### config.mk
export PLATFORM = sky130hd
export DESIGN_NAME = xadc_drp_sequencer_flat
export DESIGN_NICKNAME = d
export VERILOG_FILES = /design/src/rtl/xadc_drp_sequencer_if.sv /design/src/rtl/xadc_drp_sequencer.sv /design/src/flat_wrapper.sv
export SDC_FILE = /design/constraint.sdc
export NUM_CORES = 1
export LEC_CHECK = 0
export BUFFER_PORTS_ARGS = -buffer_cell sky130_fd_sc_hd__buf_2
export CAP_MARGIN = 20
export CELL_PAD_IN_SITES_DETAIL_PLACEMENT = 2
export CELL_PAD_IN_SITES_GLOBAL_PLACEMENT = 2
export CORE_ASPECT_RATIO = 0.5
export CORE_MARGIN = 2
export CORE_UTILIZATION = 38
export DETAILED_ROUTE_END_ITERATION = 8
export PLACE_DENSITY_LB_ADDON = 0.1
export SLEW_MARGIN = 5
export SYNTH_ARGS = -nofsm -noshare
export SYNTH_HDL_FRONTEND = slang
export SYNTH_SLANG_ARGS = --single-unit
### constraint.sdc
create_clock -name clk -period 2.7 [get_ports clk]
set_clock_uncertainty 0.2 [all_clocks]
set_input_delay 0.135 -clock clk [delete_from_list [all_inputs] [get_ports clk]]
set_output_delay 0.135 -clock clk [all_outputs]
set_load 0.05 [all_outputs]
### src/rtl/xadc_drp_sequencer_if.sv
`default_nettype none
// ============================================================================
// Module      : xadc_drp_sequencer_if
// Description : FPro MMIO slot bus bundle for the XADC DRP sequencer.
//               master = bus host (drives strobes/address/data),
//               slave  = slot core (returns rd_data).
//   cs       slot select
//   read     read strobe
//   write    write strobe
//   addr     5-bit register address
//   wr_data  32-bit write data
//   rd_data  32-bit read data (combinational in the slave)
// Revision    : 1.0 - initial release
// ============================================================================
interface xadc_drp_sequencer_if;
    logic        cs;
    logic        read;
    logic        write;
    logic [4:0]  addr;
    logic [31:0] wr_data;
    logic [31:0] rd_data;

    modport master (output cs, read, write, addr, wr_data, input rd_data);
    modport slave  (input cs, read, write, addr, wr_data, output rd_data);
endinterface
`default_nettype wire

### src/rtl/xadc_drp_sequencer.sv
`default_nettype none
// ============================================================================
// Module      : xadc_drp_sequencer
// Description : MMIO slot core that sweeps the enabled XADC channels over the
//               DRP on every end-of-conversion and keeps the results in a
//               per-channel sample register file.
//   clk        system clock
//   reset      asynchronous active-low reset
//   bus        slot bus (slave modport): cs/read/write/addr/wr_data/rd_data
//   eoc        XADC end-of-conversion pulse
//   drp_den    DRP enable (one-cycle pulse per read)
//   drp_dwe    DRP write enable (always 0)
//   drp_daddr  DRP address of the current/last read
//   drp_di     DRP write data (always 0)
//   drp_do     DRP read data
//   drp_drdy   DRP data ready
//   busy       sweep in progress
// Register map: 0 ctrl {mask[8+:N_CH], en[0]}; 1 status
//   {overrun, err_cnt[7:0], 7'b0, sweep_cnt[15:0]}; 8+i sample
//   {fresh, 15'b0, sample[15:0]}.
// Revision    : 1.0 - initial release
// ============================================================================
module xadc_drp_sequencer #(
    parameter int N_CH  = 6,
    parameter int TMO_W = 8
) (
    input  wire                  clk,
    input  wire                  reset,
    xadc_drp_sequencer_if.slave  bus,
    input  wire                  eoc,
    output logic                 drp_den,
    output logic                 drp_dwe,
    output logic [6:0]           drp_daddr,
    output logic [15:0]          drp_di,
    input  wire  [15:0]          drp_do,
    input  wire                  drp_drdy,
    output logic                 busy
);

    localparam int CH_W = (N_CH > 1) ? $clog2(N_CH) : 1;

    typedef enum logic [1:0] {
        IDLE     = 2'd0,
        ISSUE    = 2'd1,
        WAIT_RDY = 2'd2,
        DONE     = 2'd3
    } state_t;

    // Fixed XADC status-register addresses of the sequenced channels.
    function automatic logic [6:0] ch_daddr(input logic [CH_W-1:0] ch);
        case (int'(ch))
            0:       ch_daddr = 7'h00;
            1:       ch_daddr = 7'h01;
            2:       ch_daddr = 7'h13;
            3:       ch_daddr = 7'h1A;
            4:       ch_daddr = 7'h12;
            5:       ch_daddr = 7'h1B;
            default: ch_daddr = 7'h00;
        endcase
    endfunction

    state_t                  state_q, state_d;
    logic [CH_W-1:0]         ch_q, ch_d;
    logic [6:0]              daddr_q, daddr_d;
    logic [TMO_W-1:0]        tmo_q, tmo_d;
    logic                    en_q, en_d;
    logic [N_CH-1:0]         mask_q, mask_d;
    logic [N_CH-1:0][15:0]   sample_q, sample_d;
    logic [N_CH-1:0]         fresh_q, fresh_d;
    logic [15:0]             sweep_cnt_q, sweep_cnt_d;
    logic [7:0]              err_cnt_q, err_cnt_d;
    logic                    overrun_q, overrun_d;

    logic                    nxt_found;
    logic [CH_W-1:0]         nxt_idx;
    logic                    txn_end;
    logic [31:0]             rd_mux;
    logic                    unused_wr_bits;

    // Only a few write-data bits are architected; fold the rest away.
    assign unused_wr_bits = ^bus.wr_data;

    // Lowest enabled channel: from 0 when starting a sweep, strictly above
    // the current channel while a sweep is running. Uses the live mask so
    // mid-sweep mask writes apply at the next selection.
    always_comb begin
        nxt_found = 1'b0;
        nxt_idx   = '0;
        for (int i = N_CH - 1; i >= 0; i--) begin
            if (mask_q[i] && ((state_q == IDLE) || (i > int'(ch_q)))) begin
                nxt_found = 1'b1;
                nxt_idx   = CH_W'(i);
            end
        end
    end

    always_comb begin
        state_d     = state_q;
        ch_d        = ch_q;
        daddr_d     = daddr_q;
        tmo_d       = tmo_q;
        en_d        = en_q;
        mask_d      = mask_q;
        sample_d    = sample_q;
        fresh_d     = fresh_q;
        sweep_cnt_d = sweep_cnt_q;
        err_cnt_d   = err_cnt_q;
        overrun_d   = overrun_q;
        txn_end     = 1'b0;

        // Software read clears fresh; a same-cycle drdy store below re-sets it.
        for (int i = 0; i < N_CH; i++) begin
            if (bus.cs && bus.read && (bus.addr == 5'(8 + i))) begin
                fresh_d[i] = 1'b0;
            end
        end

        case (state_q)
            IDLE: begin
                if (eoc && en_q && nxt_found) begin
                    state_d = ISSUE;
                    ch_d    = nxt_idx;
                    daddr_d = ch_daddr(nxt_idx);
                end
            end
            ISSUE: begin
                state_d = WAIT_RDY;
                tmo_d   = '0;
            end
            WAIT_RDY: begin
                if (drp_drdy) begin
                    sample_d[ch_q] = drp_do;
                    fresh_d[ch_q]  = 1'b1;
                    txn_end        = 1'b1;
                end else if (tmo_q == {TMO_W{1'b1}}) begin
                    if (err_cnt_q != 8'hFF) begin
                        err_cnt_d = err_cnt_q + 8'd1;
                    end
                    txn_end = 1'b1;
                end else begin
                    tmo_d = tmo_q + 1'b1;
                end
                // The outstanding read always finishes before enable is honoured.
                if (txn_end) begin
                    if (en_q && nxt_found) begin
                        state_d = ISSUE;
                        ch_d    = nxt_idx;
                        daddr_d = ch_daddr(nxt_idx);
                    end else begin
                        state_d = DONE;
                    end
                end
            end
            DONE: begin
                sweep_cnt_d = sweep_cnt_q + 16'd1;
                state_d     = IDLE;
            end
            default: state_d = IDLE;
        endcase

        if (eoc && (state_q != IDLE)) begin
            overrun_d = 1'b1;
        end

        // Status clear has priority over a same-cycle error increment.
        if (bus.cs && bus.write && (bus.addr == 5'd1) && bus.wr_data[0]) begin
            err_cnt_d = 8'd0;
            overrun_d = 1'b0;
        end

        if (bus.cs && bus.write && (bus.addr == 5'd0)) begin
            en_d   = bus.wr_data[0];
            mask_d = bus.wr_data[8 +: N_CH];
        end
    end

    always_ff @(posedge clk or negedge reset) begin
        if (!reset) begin
            state_q     <= IDLE;
            ch_q        <= '0;
            daddr_q     <= '0;
            tmo_q       <= '0;
            en_q        <= 1'b0;
            mask_q      <= '0;
            sample_q    <= '0;
            fresh_q     <= '0;
            sweep_cnt_q <= '0;
            err_cnt_q   <= '0;
            overrun_q   <= 1'b0;
        end else begin
            state_q     <= state_d;
            ch_q        <= ch_d;
            daddr_q     <= daddr_d;
            tmo_q       <= tmo_d;
            en_q        <= en_d;
            mask_q      <= mask_d;
            sample_q    <= sample_d;
            fresh_q     <= fresh_d;
            sweep_cnt_q <= sweep_cnt_d;
            err_cnt_q   <= err_cnt_d;
            overrun_q   <= overrun_d;
        end
    end

    always_comb begin
        rd_mux = 32'd0;
        if (bus.addr == 5'd0) begin
            rd_mux[0]        = en_q;
            rd_mux[8 +: N_CH] = mask_q;
        end else if (bus.addr == 5'd1) begin
            rd_mux = {overrun_q, err_cnt_q, 7'd0, sweep_cnt_q};
        end else begin
            for (int i = 0; i < N_CH; i++) begin
                if (bus.addr == 5'(8 + i)) begin
                    rd_mux = {fresh_q[i], 15'd0, sample_q[i]};
                end
            end
        end
    end

    assign bus.rd_data = rd_mux;
    assign drp_den     = (state_q == ISSUE);
    assign drp_dwe     = 1'b0;
    assign drp_di      = 16'd0;
    assign drp_daddr   = daddr_q;
    assign busy        = (state_q != IDLE);

endmodule
`default_nettype wire

### src/flat_wrapper.sv
// flat-port wrapper written by rule: the top's interface ports become plain ports
module xadc_drp_sequencer_flat 
#(
    parameter int N_CH  = 6,
    parameter int TMO_W = 8
)
  (clk, reset, eoc, drp_den, drp_dwe, drp_daddr, drp_di, drp_do, drp_drdy, busy, bus_cs, bus_read, bus_write, bus_addr, bus_wr_data, bus_rd_data);
  xadc_drp_sequencer_if bus_i ();
  input  wire clk;
  input  wire reset;
  input  wire eoc;
  output logic drp_den;
  output logic drp_dwe;
  output logic [6:0] drp_daddr;
  output logic [15:0] drp_di;
  input  wire  [15:0] drp_do;
  input  wire drp_drdy;
  output logic busy;
  input wire logic [$bits(bus_i.cs)-1:0] bus_cs;
  input wire logic [$bits(bus_i.read)-1:0] bus_read;
  input wire logic [$bits(bus_i.write)-1:0] bus_write;
  input wire logic [$bits(bus_i.addr)-1:0] bus_addr;
  input wire logic [$bits(bus_i.wr_data)-1:0] bus_wr_data;
  output wire logic [$bits(bus_i.rd_data)-1:0] bus_rd_data;
  assign bus_i.cs = bus_cs;
  assign bus_i.read = bus_read;
  assign bus_i.write = bus_write;
  assign bus_i.addr = bus_addr;
  assign bus_i.wr_data = bus_wr_data;
  assign bus_rd_data = bus_i.rd_data;
  xadc_drp_sequencer #(.N_CH(N_CH), .TMO_W(TMO_W)) u_core (.clk(clk), .reset(reset), .bus(bus_i), .eoc(eoc), .drp_den(drp_den), .drp_dwe(drp_dwe), .drp_daddr(drp_daddr), .drp_di(drp_di), .drp_do(drp_do), .drp_drdy(drp_drdy), .busy(busy));
endmodule
==> results of run 1 <==
logic make-up (layout without fill, tap and decap cells):
family,after synthesis,count (layout),share of synthesized area (%)
and+or+nand+nor,168,168,12.5
AOI/OAI and AO/OA,119,119,11.8
adders and majority gates,3,3,0.504
muxes,104,104,15.8
buffers and inverters,60,166,5.58
other,1,27,0.0504
xor gates and xnor gates,28,28,3.29
DFF,150,150,50.4
metrics by stage:
step / std cells / total power [mW] / hold slack, ns / worst slack (ns)
2_1_floorplan: 659 / 5.12 / -0.361 / 0.0261
3_3_place_gp: 970 / 5.64 / -0.0467 / 0.179
3_5_place_dp: 970 / 5.78 / -0.0427 / 0.182
4_1_cts: 1031 / 8.31 / 0.0173 / 0.171
5_1_grt: 1031 / 8.68 / 0.0936 / 0.0754
6_report: 1031 / 8.24 / 0.0317 / 0.194
critical path, delay by kind of cell:
family / cells / cell delay [ns]
AOI/OAI and AO/OA: 3 / 0.68
and+or+nand+nor: 2 / 0.86
buffers and inverters: 2 / 0.49
metal layers:
metal | track usage [%] | part of all wire (%)
met1 | 30.0 | 47
met2 | 38.6 | 48
met3 | 3.92 | 3.7
met4 | 5.77 | 0.88
met5 | 0 | 0
cell usage after synthesis, drive strengths merged, types with 3 or more instances:
library cell,number
o22a,4
mux2,104
a22o,10
o22ai,13
xnor2,17
nor4b,4
or3,4
clkbuf,9
dfrtp,150
nand2b,6
a211oi,5
a222oi,7
a21oi,10
nand2,38
nand4,10
ha,3
xor2,11
a31oi,3
nand3,24
o31ai,8
nor3,7
a22oi,23
nor2,40
o21ai,16
buf,44
and2,12
or3b,3
and3,8
o221ai,3
a221oi,9
inv,7
power groups by stage:
stage          sequential (mW)  clock, mW  combinational (mW)
3_3_place_gp              3.53          0                2.11
5_1_grt                   3.66       2.57                2.45
4_1_cts                   3.57       2.48                2.26
2_1_floorplan             3.40          0                1.71
6_report                  3.57       2.44                2.23
3_5_place_dp              3.58          0                2.20
flip-flops by register name, summed over array words and instances (netlist names):
register	flops
u_core.ch_q	3
u_core.overrun_q	1
u_core.en_q	1
u_core.err_cnt_q	8
u_core.sweep_cnt_q	16
u_core.sample_q	96
u_core.tmo_q	8
u_core.mask_q	6
u_core.fresh_q	6
u_core.drp_daddr	3
u_core.state_q	2
path summary, 6_finish.rpt:
path / start / endpoint / slack [ns]
setup / recovery: bus_addr[3] / bus_rd_data[8] / 0.19
hold / removal: drp_drdy / u_core.state_q[0] / 0.03
setup reg to reg: u_core.state_q[1] / u_core.drp_daddr[0] / 0.41
hold reg to reg: u_core.fresh_q[2] / u_core.fresh_q[2] / 0.29
max in group asynchronous: reset / u_core.sample_q[16] / 1.52
min in group asynchronous: reset / u_core.tmo_q[5] / 0.06
area by class of cell:
cell class                      count  share of cell area, %
Sequential cell                   150                   41.8
Multi-Input combinational cell    449                   37.6
Inverter                            7                  0.292
Clock buffer                       18                   4.78
Tap cell                          266                   3.70
Timing Repair Buffer              128                   10.1
Clock inverter                     13                   1.75
==> impl_metrics.yaml, run 1 <==
outcome:
  outcome: "finished clean"
layout:
  antenna_cells: 0
  post-route-cell-area_um2: 8980
  mostFrequentLayoutCells: "dfrtp_1 (150), mux2_2 (102), buf_2 (64)"
  nFillCells: 1970
  ff_latch_area_um2: 3750
  drive_gt1_share_pct: 33.1
  nNetsFinal: 816
  final_common_cell: "dfrtp_1"
  area_growth_pct: 20.7
  multi_input_area_um2: 3380
  fin_util_pct: 46.5
synth:
  ys.flop_type: "dfrtp_1"
  yosysUniqueCellTypes: 64
  yosys_warnings: 0
  synth_area_leader_cell: "dfrtp_1"
  synth.top_cell.area_share_pct: 50.4
  synth_edf_count: 0
  synth_area_um2: 7440
  synth_cells: 633
  seq_area_frac_synth_pct: 50.4
  synthTopCellsByArea: "dfrtp_1 (50%), mux2_2 (15%), buf_4 (3.2%), a22oi_1 (2.3%), xnor2_1 (2.0%)"
  synth_area_per_cell_um2: 11.8
  ys_ff_latch: 150
  async_flop_share_pct: 100
global_routing:
  grt_pass1_wl_um: 34900
  grt.overflow.total: 0
  grt_pass1_vias: 5966
  antenna_found_initial: 0
  track_usage_pct: 22.5
  grt_max_degree: 56
setup_path:
  worstPathRequired_ns: 2.37
  path_class: "input pin to output port"
  critPathMaxStageDelay_ns: 0.44
  ff2ff_path_depth: 5
  path_max_fanout: 7
  cp.arrival_ns: 2.17
  cp-start-kind: "input pin"
  cp-end-kind: "output port"
  path_common_cell: "buf_2"
  path_cells: "buf_2 -> or3b_4 -> nor3b_4 -> a22o_1 -> a221oi_1 -> o31ai_1 -> buf_2"
  cpMaxStageDelayCell: "or3b_4"
timing:
  rsz0062_at_grt: "no"
  finalHoldViolCount: 0
  tightest_slew_ns: 0.624
  setup_viol: 0
  tns_ns: 0
  max_freq_mhz: 399
  slew_headroom_pct: 58.3
  final.period_utilization_pct: 92.8
  maxSlewViolCount: 0
  fin_crit_ns: 2.51
floorplan:
  rows: 36
  initial_core_util_pct: 38.5
  io_pins: 118
  fp.dieH_um: 103
  coreArea_um2: 19300
  die_w_um: 202
  dieArea_um2: 20800
power:
  peakVddDrop_uv: 481
  p_leak_nw: 4.18
  switching_share_pct: 33.7
  power_frac_clock_pct: 29.7
  p_comb_share_pct: 27.1
  internal_power_mw: 5.47
  power_density_nw_per_um2: 917
  p_switching_mw: 2.78
  p_seq_share_pct: 43.3
drt:
  drt_first_pass_iters: 5
  routedWlPerCell_um: 21.9
  wirelength_um: 22500
  antenna_left: 0
  drtIter0Drc: 358
  vias_per_cell: 5.42
  num_vias: 5584
  drc_errors: 0
placement:
  port_buffers: 65
  hpwlAfterDp_um: 15500
  gp_congestion: 0.739
  placed_cell_area_um2: 8100
cts:
  cts_setup_buffers: 0
  cts_buffers: 17
  htreeDepth: 4
  clockRootBuffer: "clkbuf_16"
  clk_pin_slew_worst_paths_ns: 0.06
  clockBufferDepth: 2
  cts_tree: "built"
  cts_num_sinks: 150
  cts_hold_buffers: 30
  cts_resized: 0
  insertion_delay_ns: 0.43
min_path:
  min_path_type: "input pin to flip-flop"
  min_path_cells: 4
flow_run:
  drv_cap: 0
Note: power is estimated with default switching activity, not from simulation.
==> inputs of run 2 (changes only) <==
- CORE_ASPECT_RATIO: 0.5 -> not set
- REMOVE_ABC_BUFFERS: not set -> 1
==> run 2 against run 1 <==
Global-route usage barely moved. Sequential power barely moved. Sequential share of layout area fell by 0.070 points. Wire length fell by 3.4%. Final area rose by 0.17%. Fmax rose by 1.4%. First-iteration DRC count fell by 39%. Register-to-register slack got worse by 0.05 ns. Non-clock buffer count rose by 1. Largest power group unchanged. Highest routed layer unchanged.
==> impl_metrics.yaml, run 2 (synthesis results as in run 1) <==
timing:
  slew_headroom_pct: 47.5
  maxSlewViolCount: 0
  rsz0062_at_grt: "no"
  finalHoldViolCount: 0
  final.period_utilization_pct: 91.5
  fin_crit_ns: 2.47
  tightest_slew_ns: 0.787
  tns_ns: 0
  max_freq_mhz: 405
  setup_viol: 0
setup_path:
  path_max_fanout: 11
  critPathTopFamily: "simple AND/OR/NAND/NOR gates"
  path_class: "input pin to output port"
  path_buf_inv: 3
  cp-start-kind: "input pin"
  worstPathRequired_ns: 2.37
  path_cells: "buf_2 -> or3b_4 -> nor3b_4 -> buf_4 -> a22o_1 -> a211oi_1 -> nor3_1 -> buf_2"
  cp.arrival_ns: 2.14
  cpMaxStageDelayCell: "or3b_4"
  path_common_cell: "buf_2"
  r2r_start: "u_core.state_q[1]"
  cp-end-kind: "output port"
  critPathMaxStageDelay_ns: 0.43
  startpoint: "bus_addr[3]"
layout:
  post-route-cell-area_um2: 9000
  area_growth_pct: 20.9
  largest-register: "u_core.sample_q"
  drive_gt1_share_pct: 33.1
  reg_top3: "u_core.sample_q x96, u_core.sweep_cnt_q x16"
  final_cells: 1032
  largest_reg_flops: 96
  nNetsFinal: 817
  mostFrequentLayoutCells: "dfrtp_1 (150), mux2_2 (102), buf_2 (64)"
  antenna_cells: 0
  final_common_cell: "dfrtp_1"
global_routing:
  antenna_found_initial: 0
  grt_pass1_wl_um: 35200
  track_usage_pct: 22.5
  grt_max_degree: 79
  grtUsageMet3_pct: 4.03
  use_met2_pct: 39.4
  grt_pass1_vias: 6141
  grt.overflow.total: 0
  grt_busiest_layer: "met2"
  grt_use_met1_pct: 28.7
cts:
  cts_resized: 0
  cts_hold_buffers: 31
  insertion_delay_ns: 0.43
  clockBufferDepth: 2
  clk_pin_slew_worst_paths_ns: 0.06
  cts_setup_buffers: 0
  cts_buffers: 17
  cts_num_sinks: 150
  htreeDepth: 4
  clockRootBuffer: "clkbuf_16"
  cts_tree: "built"
drt:
  routedWlPerCell_um: 21.1
  num_vias: 5471
  drt_first_pass_iters: 5
  drtIter0Drc: 220
  wirelength_um: 21800
  vias_per_cell: 5.30
  antenna_left: 0
  drc_errors: 0
outcome:
  outcome: "finished clean"
flow_run:
  drv_cap: 0
placement:
  dp_cells: 969
  placed_cell_area_um2: 8080
  port_buffers: 65
  gp_congestion: 0.791
  hpwlAfterDp_um: 15000
floorplan:
  io_pins: 118
  fp.dieH_um: 144
  die_w_um: 144
  coreArea_um2: 19300
  dieArea_um2: 20700
  rows: 51
  initial_core_util_pct: 38.5
min_path:
  worstHoldStart: "drp_drdy"
  min_path_type: "input pin to flip-flop"
power:
  power_density_nw_per_um2: 917
  peakVddDrop_uv: 494
  p_leak_nw: 4.18
## run 2: cell types whose count changed in the layout (fill, tap and decap cells not counted), sizes merged
| cell | previous run | this run |
|---|---|---|
| clkinv | 5 | 4 |
| dlygate4sd3 | 30 | 31 |
| inv | 8 | 10 |
## run 2: layer usage
layer | part of all wire, % | vias to the layer above | wire [um]
met5 | 0 | - | 0
met1 | 43 | 2835 | 9470
met2 | 52 | 103 | 11400
met4 | 0.82 | 0 | 179
li1 | - | 2522 | -
met3 | 3.4 | 11 | 748
## run 2: metrics by stage
stage / hold slack (ns) / worst slack [ns] / total power [mW] / utilization [%]
2_1_floorplan: -0.361 / -0.193 / 5.02 / -
3_3_place_gp: 0.0344 / 0.289 / 5.58 / 41.8
3_5_place_dp: 0.0543 / 0.210 / 5.79 / 41.8
4_1_cts: 0.0239 / 0.192 / 8.34 / 46.5
5_1_grt: 0.0905 / 0.108 / 8.73 / 46.5
6_report: 0.0341 / 0.229 / 8.25 / 46.5
## run 2: path summary, 6_finish.rpt
kind                                           to  slack [ns]  cells after the start
max                                bus_rd_data[5]        0.23                      8
min                             u_core.state_q[0]        0.03                      4
max reg2reg                   u_core.sample_q[52]        0.36                      6
min reg2reg                u_core.sweep_cnt_q[15]        0.28                      1
max in group asynchronous     u_core.sample_q[29]        1.38                      3
min in group asynchronous        u_core.mask_q[5]        0.12                      2
## run 2: layout make-up
| cell class | instances | area (um2) |
|---|---|---|
| sequential | 150 | 3750 |
| timing repair buffer | 129 | 902 |
| fill | 2016 | 10300 |
| clock inverter | 14 | 176 |
| tap | 265 | 332 |
| inverter | 7 | 26.3 |
| multi-input combinational | 449 | 3380 |
| clock buffer | 18 | 429 |
## run 2: worst register-to-register path, cell delays in order (launching register included)
cell	delay [ns]
dfrtp_1	0.54
nor2b_4	0.27
nand2_1	0.09
nor2_1	0.20
and3_1	0.20
buf_4	0.32
mux2_2	0.39
## run 2: power breakdown
group	internal (mW)	total, mW	switching (mW)
logic	1.01	2.19	1.17
registers	2.99	3.59	0.595
clock network	1.46	2.48	1.01
==> inputs of run 3 (changes only) <==
- RECOVER_POWER: not set -> 100
- TNS_END_PERCENT: not set -> 50
==> run 3 against run 2 <==
The run now ends with max-capacitance violations, max-slew violations left. Hold slack improved by 0.011 ns. Combinational power decreased by 3%. Count of clock-buffer cells in the layout unchanged.
==> impl_metrics.yaml, run 3 (synthesis results as in run 1) <==
outcome:
  outcome: "finished with violations"
  violations: "max-capacitance violations, max-slew violations"
cts:
  clockBufferDepth: 2
  cts_buffers: 17
  insertion_delay_ns: 0.42
  clockRootBuffer: "clkbuf_16"
  cts_tree: "built"
  clk_pin_slew_worst_paths_ns: 0.06
  htreeDepth: 4
  cts_num_sinks: 150
  cts_setup_buffers: 0
timing:
  setup_viol: 0
  slew_headroom_pct: -26.2
  rsz0062_at_grt: "no"
  fin_crit_ns: 2.51
  hold_ws_ns: 0.0447
  final.period_utilization_pct: 93.0
  max_freq_mhz: 398
  final.setup.worst_slack_ns: 0.190
  tightest_slew_ns: 1.89
  finalHoldViolCount: 0
  maxSlewViolCount: 78
layout:
  final_common_cell: "dfrtp_1"
  final_cells: 1032
  drive_gt1_share_pct: 30.5
  reg_top3: "u_core.sample_q x96, u_core.sweep_cnt_q x16"
  post-route-cell-area_um2: 8940
  nFillCells: 2023
  largest_reg_flops: 96
  antenna_cells: 0
  mostFrequentLayoutCells: "dfrtp_1 (150), mux2_2 (101), nand2_1 (38)"
  nNetsFinal: 817
  largest-register: "u_core.sample_q"
  area_growth_pct: 20.1
setup_path:
  cp.arrival_ns: 2.17
  cp-start-kind: "input pin"
  worstPathRequired_ns: 2.37
  startpoint: "bus_addr[3]"
  ff2ff_path_depth: 6
  r2r_start: "u_core.state_q[1]"
  r2r_setup_slack_ns: 0.23
  cp-end-kind: "output port"
  r2r-end: "u_core.sample_q[59]"
  path_class: "input pin to output port"
  path_max_fanout: 11
power:
  total_power_mw: 8.19
  p_leak_nw: 4.10
  power_density_nw_per_um2: 916
  peakVddDrop_uv: 490
floorplan:
  coreArea_um2: 19300
  rows: 51
  io_pins: 118
  initial_core_util_pct: 38.5
  dieArea_um2: 20700
  die_w_um: 144
  fp.dieH_um: 144
drt:
  routedWlPerCell_um: 21.0
  drc_errors: 0
  drt_first_pass_iters: 5
  wirelength_um: 21600
  vias_per_cell: 5.28
  drtIter0Drc: 218
  antenna_left: 0
  num_vias: 5451
min_path:
  hold-path-endpoint: "u_core.state_q[0]"
  min_path_cells: 4
  min_path_type: "input pin to flip-flop"
  worstHoldStart: "drp_drdy"
placement:
  hpwlAfterDp_um: 15000
  gp_congestion: 0.791
  port_buffers: 65
  dp_cells: 969
  place_ws_ns: 0.210
  placed_cell_area_um2: 8080
global_routing:
  grt_pass1_vias: 6141
  grt_max_degree: 79
  antenna_found_initial: 0
  grt_pass1_wl_um: 35200
  track_usage_pct: 22.5
  grt.overflow.total: 0
flow_run:
  drv_cap: 1
==> run 3: cell types whose count changed in the layout (fill, tap and decap cells not counted), sizes merged <==
cell | before | now
clkbuf | 18 | 55
buf | 98 | 61
==> run 3: critical path: stages <==
cell	delay, ns
buf_2	0.16
or3b_4	0.44
nor3b_4	0.37
buf_4	0.29
a22o_1	0.19
a211oi_1	0.07
nor3_1	0.20
clkbuf_2	0.32
==> run 3: repair_timing <==
item / CTS / global route
gates resized for setup: 0 / 0
hold buffers: 31 / 0
hold endpoints to repair: 192 / 0
==> run 3: worst max path at each step <==
stage                           to  slack (ns)  cells past startpoint
2_1_floorplan       bus_rd_data[0]       -0.19                      4
3_5_place_dp       bus_rd_data[12]        0.21                      8
3_3_place_gp       bus_rd_data[12]        0.29                      8
5_1_grt        u_core.sample_q[52]        0.07                      6
4_1_cts            bus_rd_data[12]        0.19                      8
6_report            bus_rd_data[5]        0.19                      8
==> run 3: power breakdown <==
group | total (mW) | switching (mW) | leakage, nW | internal, mW
combinational | 2.13 | 1.17 | 1.89 | 0.968
sequential | 3.58 | 0.587 | 1.93 | 2.99
clock | 2.47 | 1.01 | 0.285 | 1.47
==> run 3: routing by layer <==
metal	track usage (%)	part of all wire, %	vias up
li1	-	-	2529
met1	28.7	43	2812
met2	39.4	53	100
met3	4.03	3.8	10
met4	5.88	0.74	0
met5	0	0	-
==> run 3: stage by stage <==
stage / TNS (ns) / utilization [%]
2_1_floorplan: -1.39 / -
6_report: 0 / 46.2
3_3_place_gp: 0 / 41.8
4_1_cts: 0 / 46.5
3_5_place_dp: 0 / 41.8
5_1_grt: 0 / 46.2
==> run 3: layout make-up <==
| type | count | area, um2 | area share (%) |
|---|---|---|---|
| Tap cell | 265 | 332 | 3.71 |
| Clock inverter | 14 | 176 | 1.97 |
| Inverter | 7 | 26.3 | 0.294 |
| Clock buffer | 18 | 429 | 4.80 |
| Sequential cell | 150 | 3750 | 42.0 |
| Timing Repair Buffer | 129 | 862 | 9.65 |
| Multi-Input combinational cell | 449 | 3360 | 37.6 |
